`src/rtl/updown_counter.sv`:
```
// -----------------------------------------------------------------------------
// updown_counter
//   Parametrised up/down event/tick counter with load, synchronous clear,
//   direction control, wrap-or-saturate limit handling, a one-cycle registered
//   terminal-count pulse and a sticky overflow flag.
//
// Parameters
//   WIDTH     counter width in bits (>= 2)
//   MODULO    count range 0..MODULO-1, 2 <= MODULO <= 2**WIDTH
//   SATURATE  0: wrap at the limits, 1: hold at the limits
//
// Ports
//   clk       rising-edge clock
//   reset     asynchronous, active-low reset (clears out, tc, ovf)
//   clear     synchronous clear to 0, highest synchronous priority
//   load      synchronous load of load_val (clamped to MODULO-1)
//   load_val  load value
//   enable    count enable
//   up_dn     1 = increment, 0 = decrement
//   out       current count (registered)
//   tc        terminal-count pulse, one cycle (registered)
//   ovf       sticky flag, set on any wrap or saturate hit
// -----------------------------------------------------------------------------
module updown_counter #(
    parameter int WIDTH    = 8,
    parameter int MODULO   = 2 ** WIDTH,
    parameter bit SATURATE = 1'b0
) (
    input  logic             clk,
    input  logic             reset,
    input  logic             clear,
    input  logic             load,
    input  logic [WIDTH-1:0] load_val,
    input  logic             enable,
    input  logic             up_dn,
    output logic [WIDTH-1:0] out,
    output logic             tc,
    output logic             ovf
);

    // Upper limit of the count range, held in WIDTH bits so every compare is
    // done at counter width. For non-power-of-2 MODULO the values above this
    // are never produced: increments stop here and loads are clamped.
    localparam logic [WIDTH-1:0] MAX_VAL  = WIDTH'(MODULO - 1);
    localparam logic [WIDTH-1:0] ZERO_VAL = {WIDTH{1'b0}};
    localparam logic [WIDTH-1:0] ONE_VAL  = {{(WIDTH-1){1'b0}}, 1'b1};

    // Clamp a requested load value into the legal count range.
    function automatic logic [WIDTH-1:0] clamp_load(input logic [WIDTH-1:0] value);
        logic [WIDTH-1:0] result;
        if (value > MAX_VAL) begin
            result = MAX_VAL;
        end else begin
            result = value;
        end
        return result;
    endfunction

    // Value reached by an enabled step that crosses a limit; in saturate mode
    // the counter stays where it is, otherwise it jumps to the opposite limit.
    function automatic logic [WIDTH-1:0] limit_next(input logic [WIDTH-1:0] current,
                                                    input logic [WIDTH-1:0] wrapped);
        logic [WIDTH-1:0] result;
        if (SATURATE) begin
            result = current;
        end else begin
            result = wrapped;
        end
        return result;
    endfunction

    logic [WIDTH-1:0] count_r;
    logic             tc_r;
    logic             ovf_r;

    logic [WIDTH-1:0] count_next_s;
    logic             tc_next_s;
    logic             ovf_next_s;
    logic             at_max_s;
    logic             at_zero_s;

    assign at_max_s  = (count_r == MAX_VAL);
    assign at_zero_s = (count_r == ZERO_VAL);

    // Next-state selection: clear > load > enabled step > hold.
    always_comb begin
        count_next_s = count_r;
        tc_next_s    = 1'b0;
        ovf_next_s   = ovf_r;

        if (clear) begin
            count_next_s = ZERO_VAL;
            tc_next_s    = 1'b0;
            ovf_next_s   = 1'b0;
        end else if (load) begin
            count_next_s = clamp_load(load_val);
            tc_next_s    = 1'b0;
        end else if (enable) begin
            if (up_dn) begin
                if (at_max_s) begin
                    count_next_s = limit_next(count_r, ZERO_VAL);
                    tc_next_s    = 1'b1;
                    ovf_next_s   = 1'b1;
                end else begin
                    count_next_s = count_r + ONE_VAL;
                end
            end else begin
                if (at_zero_s) begin
                    count_next_s = limit_next(count_r, MAX_VAL);
                    tc_next_s    = 1'b1;
                    ovf_next_s   = 1'b1;
                end else begin
                    count_next_s = count_r - ONE_VAL;
                end
            end
        end else begin
            count_next_s = count_r;
        end
    end

    // State registers; reset overrides everything asynchronously.
    always_ff @(posedge clk or negedge reset) begin
        if (!reset) begin
            count_r <= ZERO_VAL;
            tc_r    <= 1'b0;
            ovf_r   <= 1'b0;
        end else begin
            count_r <= count_next_s;
            tc_r    <= tc_next_s;
            ovf_r   <= ovf_next_s;
        end
    end

    assign out = count_r;
    assign tc  = tc_r;
    assign ovf = ovf_r;

endmodule

```
`config.mk`:
```
export PLATFORM = sky130hd
export DESIGN_NAME = updown_counter
export DESIGN_NICKNAME = d
export VERILOG_FILES = /design/src/rtl/updown_counter.sv
export SDC_FILE = /design/constraint.sdc
export NUM_CORES = 1
export LEC_CHECK = 0
export BUFFER_PORTS_ARGS = -buffer_cell sky130_fd_sc_hd__buf_2
export CORE_ASPECT_RATIO = 0.9
export CORE_MARGIN = 2
export CORE_UTILIZATION = 50
export CTS_CLUSTER_DIAMETER = 30
export DETAILED_ROUTE_END_ITERATION = 16
export PLACE_DENSITY = 0.84
export SLEW_MARGIN = 20
export SYNTH_ARGS = -nofsm -noshare
export SYNTH_HDL_FRONTEND = slang
export SYNTH_SLANG_ARGS = --single-unit
```
`constraint.sdc`:
```
create_clock -name clk -period 2.1 [get_ports clk]
set_input_delay 0.42 -clock clk [delete_from_list [all_inputs] [get_ports clk]]
set_output_delay 0.42 -clock clk [all_outputs]
set_load 0.02 [all_outputs]
```
==> results of run 1 <==
[Yosys cell counts, types with 2 or more instances]
library cell,number,share of area
inv_1,6,0.025
xnor2_1,3,0.029
nand4_1,4,0.027
nor2b_1,2,0.014
a21o_1,2,0.016
dfrtp_1,10,0.27
clkbuf_1,2,0.0082
nor2_1,7,0.029
a211oi_1,3,0.025
o211ai_1,3,0.025
ha_1,3,0.041
nor3_1,4,0.022
nand2_1,10,0.041
nor3b_1,4,0.033
a21oi_1,7,0.038
o21ai_0,2,0.011
nand3_1,6,0.033
o31ai_1,3,0.025
buf_6,2,0.025
[per-stage QoR]
step / power [mW] / utilization / hold WS [ns] / setup WS, ns
2_1_floorplan: 0.3794 / - / 0.1244 / 0.3568
3_3_place_gp: 0.4271 / 0.5994 / 0.2987 / 0.4528
3_5_place_dp: 0.4352 / 0.5994 / 0.3015 / 0.3498
4_1_cts: 0.6157 / 0.6208 / 0.005396 / 0.3478
5_1_grt: 0.6584 / 0.6267 / 0.4290 / 0.2367
6_report: 0.6238 / 0.6267 / 0.4185 / 0.3264
[power by group through the flow]
stage | Sequential [mW] | Clock (mW) | Combinational [mW]
floorplan | 0.249 | 0 | 0.131
global placement | 0.246 | 0 | 0.181
detailed placement | 0.248 | 0 | 0.187
CTS | 0.244 | 0.184 | 0.188
global route | 0.250 | 0.199 | 0.210
finish | 0.245 | 0.187 | 0.192
[path summary, 6_finish.rpt]
kind	startpoint	end	slack, ns	cells after the start
min in group asynchronous	reset	tc$_DFF_PN0_	0.53	2
hold reg to reg	ovf$_DFFE_PN0P_	ovf$_DFFE_PN0P_	0.49	1
max in group asynchronous	reset	out[7]$_DFFE_PN0P_	1.36	2
hold / removal	load_val[4]	out[4]$_DFFE_PN0P_	0.42	3
setup / recovery	out[0]$_DFFE_PN0P_	out[6]$_DFFE_PN0P_	0.33	6
setup reg to reg	out[0]$_DFFE_PN0P_	out[6]$_DFFE_PN0P_	0.33	6
[sequential cells by signal, indices dropped and copies added (netlist names)]
signal  flops
tc          1
ovf         1
out         8
[placed cells by master (no fill, tap or decap), types with 4 or more instances in the layout]
cell	n
buf_2	23
nand2_1	10
dfrtp_1	10
nor2_1	7
a21oi_1	7
inv_1	6
nand3_1	6
nand4_1	4
nor3b_1	4
nor3_1	4
[worst reg2reg max path, cell delays in order, from the launching register on]
cell and delay [ns]:
dfrtp_1 0.49, inv_1 0.10, ha_1 0.23, nor2b_1 0.17, or2_2 0.29, a211oi_1 0.24
o32ai_1 0.13
[layer usage]
| metal | global-route usage | share of wire | up-vias |
|---|---|---|---|
| met5 | 0 | 0 | - |
| met4 | 0.1029 | 0.017 | 0 |
| met3 | 0.05405 | 0.10 | 6 |
| met2 | 0.3784 | 0.46 | 75 |
| met1 | 0.3528 | 0.42 | 458 |
| li1 | - | - | 461 |
[logic make-up (layout without fill, tap and decap cells)]
logic type	Yosys count	count (layout)	share of synthesized area
and+or+nand+nor	44	44	0.2719
AOI/OAI and AO/OA	35	35	0.2937
buffers and inverters	12	34	0.07104
DFF	10	10	0.2732
xor gates and xnor gates	4	4	0.03826
adders and majority gates	3	3	0.04099
muxes	1	1	0.01093
[cell type report]
type | instances | share of cell area
flip-flops and latches | 10 | 0.2350
clock buffers | 4 | 0.03408
inverters | 6 | 0.02115
well taps | 24 | 0.02820
repair buffers | 24 | 0.1175
multi-input cells | 87 | 0.5640
==> key figures, run 1 <==
Logic synthesis
  – Mapped cell area: about 900 µm²
  – Netlist cell types: 45
  – Sequential share of the synthesized area: 0.2732
  – Ys Warns: 0
  – Primary FF master, synth: dfrtp_1
  – Syn_area_per_cell: roughly 8.4 µm²
  – Seq cells post-synth: 10
  – Syn Inst Count: approximately 110
  – FFs w/ async S/R, synth: 1.000
  – Syn Nets: around 130
  – Number of enable flip-flop cells after synthesis: 0

STA
  – # setup viols final: 0
  – Worst slew pin tran: between 0.4 and 0.5 ns
  – Max Slew Vio Count: 0
  – Setup TNS: 0 ns
  – Worst Clk Skew: 0.002742 ns
  – Tmin final: around 1.8 ns
  – Tcrit/Tclk final: 0.8446
  – RSZ-0062 raised after global routing: no
  – Fmax: between 500 and 600 MHz
  – Slew margin rel.: 0.6680
  – Fin. Hold Viols: 0

Power
  – Sequential power share: 0.393
  – Pleak: about 0.46 nW
  – Pwr dens: about 590 nW/µm²
  – Part of the power in combinational logic: 0.307
  – Switching Fraction: 0.3762
  – Int Power: a little under 0.4 mW
  – Share of power burned in the clock network: 0.300
  – IR drop worst, VDD: roughly 0.37 mV
  – Sw Pwr: 0.2347 mW

Route
  – Post-detailed-route count of antenna-violating nets: 0
  – Vias per std cell: about 6.5
  – Routed wire length: about 2500 µm
  – DRT Pass-1 Iters: 4
  – Starting DRT DRC Count: 55
  – Residual DRC: 0
  – Wirelength per Cell: about 16 µm
  – DR vias: around 1,000

Global route
  – Total track usage: 0.2518
  – Largest net degree at the start of global routing: 15
  – Vias in the first global route: ~820
  – Total grt overflow: 0
  – First-pass GRT wire length: a little over 4000 µm
  – Initial antenna violation count: 0

Clock network
  – Hold-fix buffers at CTS: 0
  – Post-CTS Resized: 0
  – Clock latency at the later pin of the worst-skew pair: between 0.2 and 0.3 ns
  – CTS buffer count: 3
  – Post-CTS setup buffers: 0
  – CTS tree: built
  – Htree depth: 1
  – Max clock buf depth: 2
  – Clock Sinks: 10
  – CTS Root Cell: clkbuf_4
  – Clock transition at the registers of the reported paths: around 0.080 ns

Setup path
  – CP Launch Type: flop
  – Cell chain of the critical path: inv_1 -> ha_1 -> nor2b_1 -> or2_2 -> a211oi_1 -> o32ai_1
  – Worst Setup End Kind: flop
  – Max FO, Critical Path: 9
  – Crit Path Class: reg -> reg
  – Cell family with most CP delay: flip-flops
  – Worst EP required: about 2.3 ns
  – Worst path max stage delay: about 0.5 ns
  – CP Buf/Inv Count: 1
  – CP max stage cell: dfrtp_1
  – Critical path arrival: a little under 2 ns

Die
  – Rows: 14
  – Die W: about 50 µm
  – Core box area: around 1700 µm²
  – Initial Utilization: 0.5390
  – DIE AREA: ~2200 µm²
  – Die height: 44.61 µm
  – Top-level port count: 24

Final layout
  – Area Overhead vs Synth: 16.26%
  – # fillers: approximately 150
  – Layout Cells excl Fill: 155
  – Register area: around 250 µm²
  – Design area: approximately 1100 µm²
  – Area of the multi-input gates: roughly 600 µm²
  – Share of layout cells above drive strength 1: 0.2519
  – N_diodes: 0
  – Final #Nets: approximately 150

Placement
  – Inst Count DP: 150
  – RD Place Congestion: approximately 0.97
  – Port bufs: 23
  – Cell Area, Placed: 1018 µm²
  – Hpwl dp: between 1500 and 2000 µm

Worst hold path
  – Min-Delay Path Class: in -> reg

Job
  – Maxcap violations: 0

Status
  – Status: finished, final reports clean
Note: power is estimated with default switching activity, not from simulation.
==> run 2, diff against run 1 <==
==> constraint.sdc (replaced) <==
create_clock -name clk -period 1.65 [get_ports clk]
set_input_delay 0.33 -clock clk [delete_from_list [all_inputs] [get_ports clk]]
set_output_delay 0.33 -clock clk [all_outputs]
set_load 0.02 [all_outputs]
==> key figures, run 2 (synthesis gave the netlist of run 1 again) <==
Final layout
  – Most frequent cells in the layout: buf_2, buf_4, nand2_1, dfrtp_1
  – Design area: 1139 µm²
  – Register area: between 200 and 300 µm²
  – Number of flip-flops in the largest register: 8
  – N_diodes: 0
  – Share of layout cells above drive strength 1: 0.3262
  – Layout Cells excl Fill: between 150 and 200
  – Area Overhead vs Synth: 24.32%
  – Final #Nets: between 150 and 200
  – Commonest non-fill, non-tap cell in the layout: buf_2
  – Area of the multi-input gates: between 600 and 700 µm²
  – # fillers: ~150
  – Core Util, Final: 0.6701

Setup path
  – Worst EP required: between 1.5 and 2 ns
  – Crit. Startpoint: out[1]$_DFFE_PN0P_
  – Reg2reg setup slack: 0.07 ns
  – Worst Setup End Kind: flop
  – Critical R2R Capture: out[6]$_DFFE_PN0P_
  – Worst path max stage delay: slightly below 0.4 ns
  – Critical path arrival: 1.74 ns
  – Cell family with most CP delay: simple AND/OR/NAND/NOR gates
  – Max FO, Critical Path: 4
  – CP Launch Type: flop
  – CP Buf/Inv Count: 1
  – Crit Path Class: reg -> reg
  – Reg-to-reg startpoint: out[1]$_DFFE_PN0P_
  – Cell chain of the critical path: inv_1 -> ha_1 -> nor2b_2 -> or2_2 -> a211oi_1 -> o32ai_1
  – CP max stage cell: dfrtp_2
  – R2R depth: 6

Route
  – DRT Pass-1 Iters: 4
  – Post-detailed-route count of antenna-violating nets: 0
  – DR vias: around 1,000
  – Wirelength per Cell: about 16 µm
  – Residual DRC: 0
  – Starting DRT DRC Count: between 60 and 70
  – Vias per std cell: roughly 6.3
  – Routed wire length: about 2600 µm

Die
  – Die W: 49.12 µm
  – DIE AREA: between 2000 and 2500 µm²
  – Core box area: 1699 µm²
  – Die height: between 40 and 50 µm
  – Top-level port count: 24
  – Initial Utilization: 0.5390
  – Rows: 14

STA
  – Worst slew pin tran: 0.5564 ns
  – Tcrit/Tclk final: 0.9590
  – # setup viols final: 0
  – Worst Clk Skew: ~0.0019 ns
  – Max Slew Vio Count: 0
  – Tmin final: 1.582 ns
  – RSZ-0062 raised after global routing: yes
  – Slew margin rel.: 0.6282
  – Fin. Hold Viols: 0
  – Fmax: 632.0 MHz

Global route
  – Total grt overflow: 0
  – Total track usage: 0.2623
  – Vias in the first global route: 910
  – Largest net degree at the start of global routing: 15
  – First-pass GRT wire length: about 4300 µm
  – Initial antenna violation count: 0

Job
  – Maxcap violations: 0

Clock network
  – Clock latency at the later pin of the worst-skew pair: roughly 0.27 ns
  – CTS Root Cell: clkbuf_4
  – CTS buffer count: 3
  – Htree depth: 1
  – Clock transition at the registers of the reported paths: 0.07 ns
  – Clock Sinks: 10
  – CTS tree: built
  – Max clock buf depth: 2

Power
  – Sequential power share: 0.383
  – IR drop worst, VDD: between 0.5 and 0.6 mV
  – Share of power burned in the clock network: 0.232
  – Pwr dens: between 600 and 700 nW/µm²
  – Pleak: about 0.5 nW
  – Switching Fraction: 0.3797
  – Int Power: approximately 0.47 mW
  – Part of the power in combinational logic: 0.385
  – Sw Pwr: between 0.2 and 0.3 mW

Placement
  – Hpwl dp: 1937 µm
  – Inst Count DP: 160
  – Cell Area, Placed: about 1100 µm²
  – RD Place Congestion: a little under 1
  – Port bufs: 23

Worst hold path
  – Min-Delay Path Class: in -> reg
  – HP Start: clear
  – Hold Path Depth: 2
  – Hold EP: out[7]$_DFFE_PN0P_

Status
  – Status: finished, final reports clean
-- run 2: cell type report --
cell class / instances / area share
tap: 24 / 0.02637
sequential: 10 / 0.2220
clock buffer: 3 / 0.01978
timing repair buffer: 35 / 0.1824
multi-input combinational: 87 / 0.5297
inverter: 6 / 0.01978
-- run 2: how the worst max path moves through the flow --
stage | end | slack, ns | depth (start not counted)
after floorplan | out[6]$_DFFE_PN0P_ | 0.01 | 6
after global placement | out[6]$_DFFE_PN0P_ | 0.09 | 6
after detailed placement | out[5]$_DFFE_PN0P_ | 0.04 | 4
after CTS | out[6]$_DFFE_PN0P_ | 0.03 | 6
after global routing | out[0]$_DFFE_PN0P_ | -0.007 | 4
final | out[6]$_DFFE_PN0P_ | 0.07 | 6
-- run 2: through the flow --
step / power [mW] / hold slack, ns / setup slack (ns) / TNS (ns)
CTS: 0.7546 / 0.3232 / 0.03363 / 0
global route: 0.8112 / 0.3302 / -0.007157 / -0.007157
global placement: 0.5749 / 0.2057 / 0.09447 / 0
detailed placement: 0.5796 / 0.2126 / 0.04423 / 0
finish: 0.7640 / 0.3165 / 0.06767 / 0
floorplan: 0.4839 / 0.03441 / 0.01321 / 0
-- run 2: timing repair --
item / 4_1_cts / 5_1_grt
endpoints found under the setup margin: 0 / 5
setup buffers: 0 / 1
hold buffers: 1 / 0
gates resized for setup: 0 / 1
hold endpoints to repair: 10 / 0
-- run 2: power groups by stage --
stage	registers, mW	logic (mW)	clock network [mW]
after CTS	0.294	0.285	0.175
after detailed placement	0.299	0.281	0
after floorplan	0.318	0.166	0
final	0.292	0.294	0.177
after global placement	0.297	0.278	0
after global routing	0.297	0.319	0.195
-- run 2: worst reg2reg max path: cells and delay by family (launching register included) --
family | cells | cell delay [ns]
flops | 1 | 0.39
compound gates | 2 | 0.35
buf+inv | 1 | 0.06
fa+ha+maj | 1 | 0.20
simple gates | 2 | 0.46
-- run 2: per-layer routing --
metal | wire, µm | vias up | track usage
met2 | 1217 | 61 | 0.4405
li1 | - | 480 | -
met1 | 1088 | 489 | 0.3354
met3 | 202 | 9 | 0.04730
met4 | 62 | 0 | 0.1143
met5 | 0 | - | 0
==> run 3, diff against run 2 <==
--- a/config.mk
+++ b/config.mk
@@ -8,10 +8,11 @@
 export BUFFER_PORTS_ARGS = -buffer_cell sky130_fd_sc_hd__buf_2
 export CORE_ASPECT_RATIO = 0.9
 export CORE_MARGIN = 2
-export CORE_UTILIZATION = 50
+export CORE_UTILIZATION = 45
 export CTS_CLUSTER_DIAMETER = 30
+export CTS_CLUSTER_SIZE = 16
 export DETAILED_ROUTE_END_ITERATION = 16
-export PLACE_DENSITY = 0.84
+export PLACE_DENSITY = 0.78
 export SLEW_MARGIN = 20
 export SYNTH_ARGS = -nofsm -noshare
 export SYNTH_HDL_FRONTEND = slang
==> key figures, run 3 (synthesis gave the netlist of run 1 again) <==
Setup path
  – Max FO, Critical Path: 5
  – Crit Path Class: reg -> reg
  – CP max stage cell: dfrtp_2
  – Crit. Startpoint: out[1]$_DFFE_PN0P_
  – Worst EP required: 1.81 ns
  – Worst path max stage delay: ~0.40 ns
  – Cell chain of the critical path: inv_1 -> ha_1 -> nor2b_2 -> or2_2 -> a211oi_2 -> o32ai_1
  – R2R depth: 6
  – Worst Setup End Kind: flop
  – Critical R2R Capture: out[6]$_DFFE_PN0P_
  – Critical path arrival: between 1.5 and 2 ns
  – Reg2reg setup slack: approximately 0.076 ns
  – Reg-to-reg startpoint: out[1]$_DFFE_PN0P_
  – CP Launch Type: flop

Global route
  – Met1 usage: 0.3168
  – Met2 usage in global routing: 0.4282
  – First-pass GRT wire length: 4381 µm
  – Gr busiest metal: met2
  – M3 GR Usage: 0.07006
  – Largest net degree at the start of global routing: 11
  – Total track usage: 0.2522
  – Vias in the first global route: around 950
  – Initial antenna violation count: 0
  – Total grt overflow: 0

Power
  – Int Power: between 0.5 and 0.6 mW
  – Total Power: 0.8303 mW
  – Part of the power in combinational logic: 0.371
  – Sw Pwr: between 0.2 and 0.3 mW
  – Switching Fraction: 0.3601
  – Pwr dens: approximately 700 nW/µm²
  – Sequential power share: 0.355
  – Pleak: 0.5253 nW
  – Share of power burned in the clock network: 0.274
  – IR drop worst, VDD: between 0.4 and 0.5 mV

STA
  – Fmax: around 640 MHz
  – WHS: 0.3324 ns
  – Worst Clk Skew: between 0.005 and 0.006 ns
  – RSZ-0062 raised after global routing: no
  – Max Slew Vio Count: 0
  – Worst slew pin tran: between 0.4 and 0.5 ns
  – Setup TNS: 0 ns
  – Tcrit/Tclk final: 0.9537
  – Fin. Hold Viols: 0
  – # setup viols final: 0
  – Final worst slack: about 0.076 ns
  – Tmin final: ~1.6 ns
  – Slew margin rel.: 0.7082

Final layout
  – Layout Cells excl Fill: ~170
  – Area of the multi-input gates: between 600 and 700 µm²
  – N_diodes: 0
  – # fillers: between 150 and 200
  – Final #Nets: 162
  – Area Overhead vs Synth: 29.24%
  – Share of layout cells above drive strength 1: 0.3611
  – Register area: ~250 µm²
  – Number of flip-flops in the largest register: 8
  – Commonest non-fill, non-tap cell in the layout: buf_2
  – Most frequent cells in the layout: buf_2, buf_4, nand2_1, dfrtp_1

Die
  – Top-level port count: 24
  – Initial Utilization: 0.4784
  – Die W: between 50 and 60 µm
  – Rows: 15
  – Die height: 46.80 µm
  – Core box area: 1914 µm²
  – DIE AREA: roughly 2400 µm²

Route
  – DRT Pass-1 Iters: 6
  – Vias per std cell: approximately 6.3
  – Routed wire length: ~2700 µm
  – DR vias: about 1,100
  – Post-detailed-route count of antenna-violating nets: 0
  – Wirelength per Cell: roughly 16 µm
  – Residual DRC: 0
  – Starting DRT DRC Count: 74

Clock network
  – Htree depth: 1
  – CTS tree: built
  – Post-CTS setup buffers: 0
  – Max clock buf depth: 2
  – CTS Root Cell: clkbuf_4
  – CTS buffer count: 3
  – Clock latency at the later pin of the worst-skew pair: roughly 0.28 ns
  – Clock transition at the registers of the reported paths: roughly 0.07 ns
  – Clock Sinks: 10

Placement
  – Port bufs: 23
  – RD Place Congestion: 0.9512
  – Inst Count DP: between 150 and 200
  – Hpwl dp: slightly above 2000 µm
  – Pre-CTS setup slack: just under 0.08 ns

Worst hold path
  – Hold EP: out[4]$_DFFE_PN0P_
  – HP Start: load_val[4]
  – Hold Path Depth: 3
  – Min-Delay Path Class: in -> reg

Job
  – Maxcap violations: 0

Status
  – Status: finished, final reports clean
[run 3: worst max path at each step]
stage | to | slack [ns] | cells past startpoint
6_report | out[6]$_DFFE_PN0P_ | 0.08 | 6
4_1_cts | out[6]$_DFFE_PN0P_ | 0.06 | 6
5_1_grt | ovf$_DFFE_PN0P_ | 0.006 | 5
3_3_place_gp | out[0]$_DFFE_PN0P_ | 0.07 | 5
3_5_place_dp | out[0]$_DFFE_PN0P_ | 0.08 | 5
2_1_floorplan | out[6]$_DFFE_PN0P_ | 0.01 | 6
[run 3: per-stage QoR]
step             util  instance area, µm²
2_1_floorplan       -               918.4
3_3_place_gp   0.5850                1120
6_report       0.6183                1184
3_5_place_dp   0.5850                1120
4_1_cts        0.6092                1166
5_1_grt        0.6183                1184
[run 3: power by group through the flow]
stage	clock network [mW]	logic (mW)	registers (mW)
3_3_place_gp	0	0.289	0.296
4_1_cts	0.235	0.296	0.292
6_report	0.228	0.308	0.295
5_1_grt	0.250	0.333	0.298
3_5_place_dp	0	0.293	0.297
2_1_floorplan	0	0.166	0.318
[run 3: layer usage]
metal	up-vias	wire [µm]
met2	75	1323
met3	8	301
met4	0	38
met1	493	1081
li1	483	-
met5	-	0
[run 3: worst max-delay path, delay by kind of cell, from the launching register on]
| kind | cells | cell delay [ns] |
|---|---|---|
| buffers and inverters | 1 | 0.07 |
| adder cells (fa/ha/maj) | 1 | 0.21 |
| AO/OA/AOI/OAI | 2 | 0.30 |
| AND/OR/NAND/NOR | 2 | 0.48 |
| flip-flops | 1 | 0.40 |
[run 3: cell type report]
cell class / instances / area share
multi-input combinational: 87 / 0.5222
tap: 25 / 0.02643
inverter: 6 / 0.01903
sequential: 10 / 0.2135
timing repair buffer: 37 / 0.1882
clock buffer: 4 / 0.03066
[run 3: what timing repair did]
| action | in CTS | in global routing |
|---|---|---|
| endpoints found under the setup margin | 0 | 3 |
| hold buffers | 1 | 0 |
| hold endpoints to repair | 10 | 0 |
| gates resized for setup | 0 | 4 |
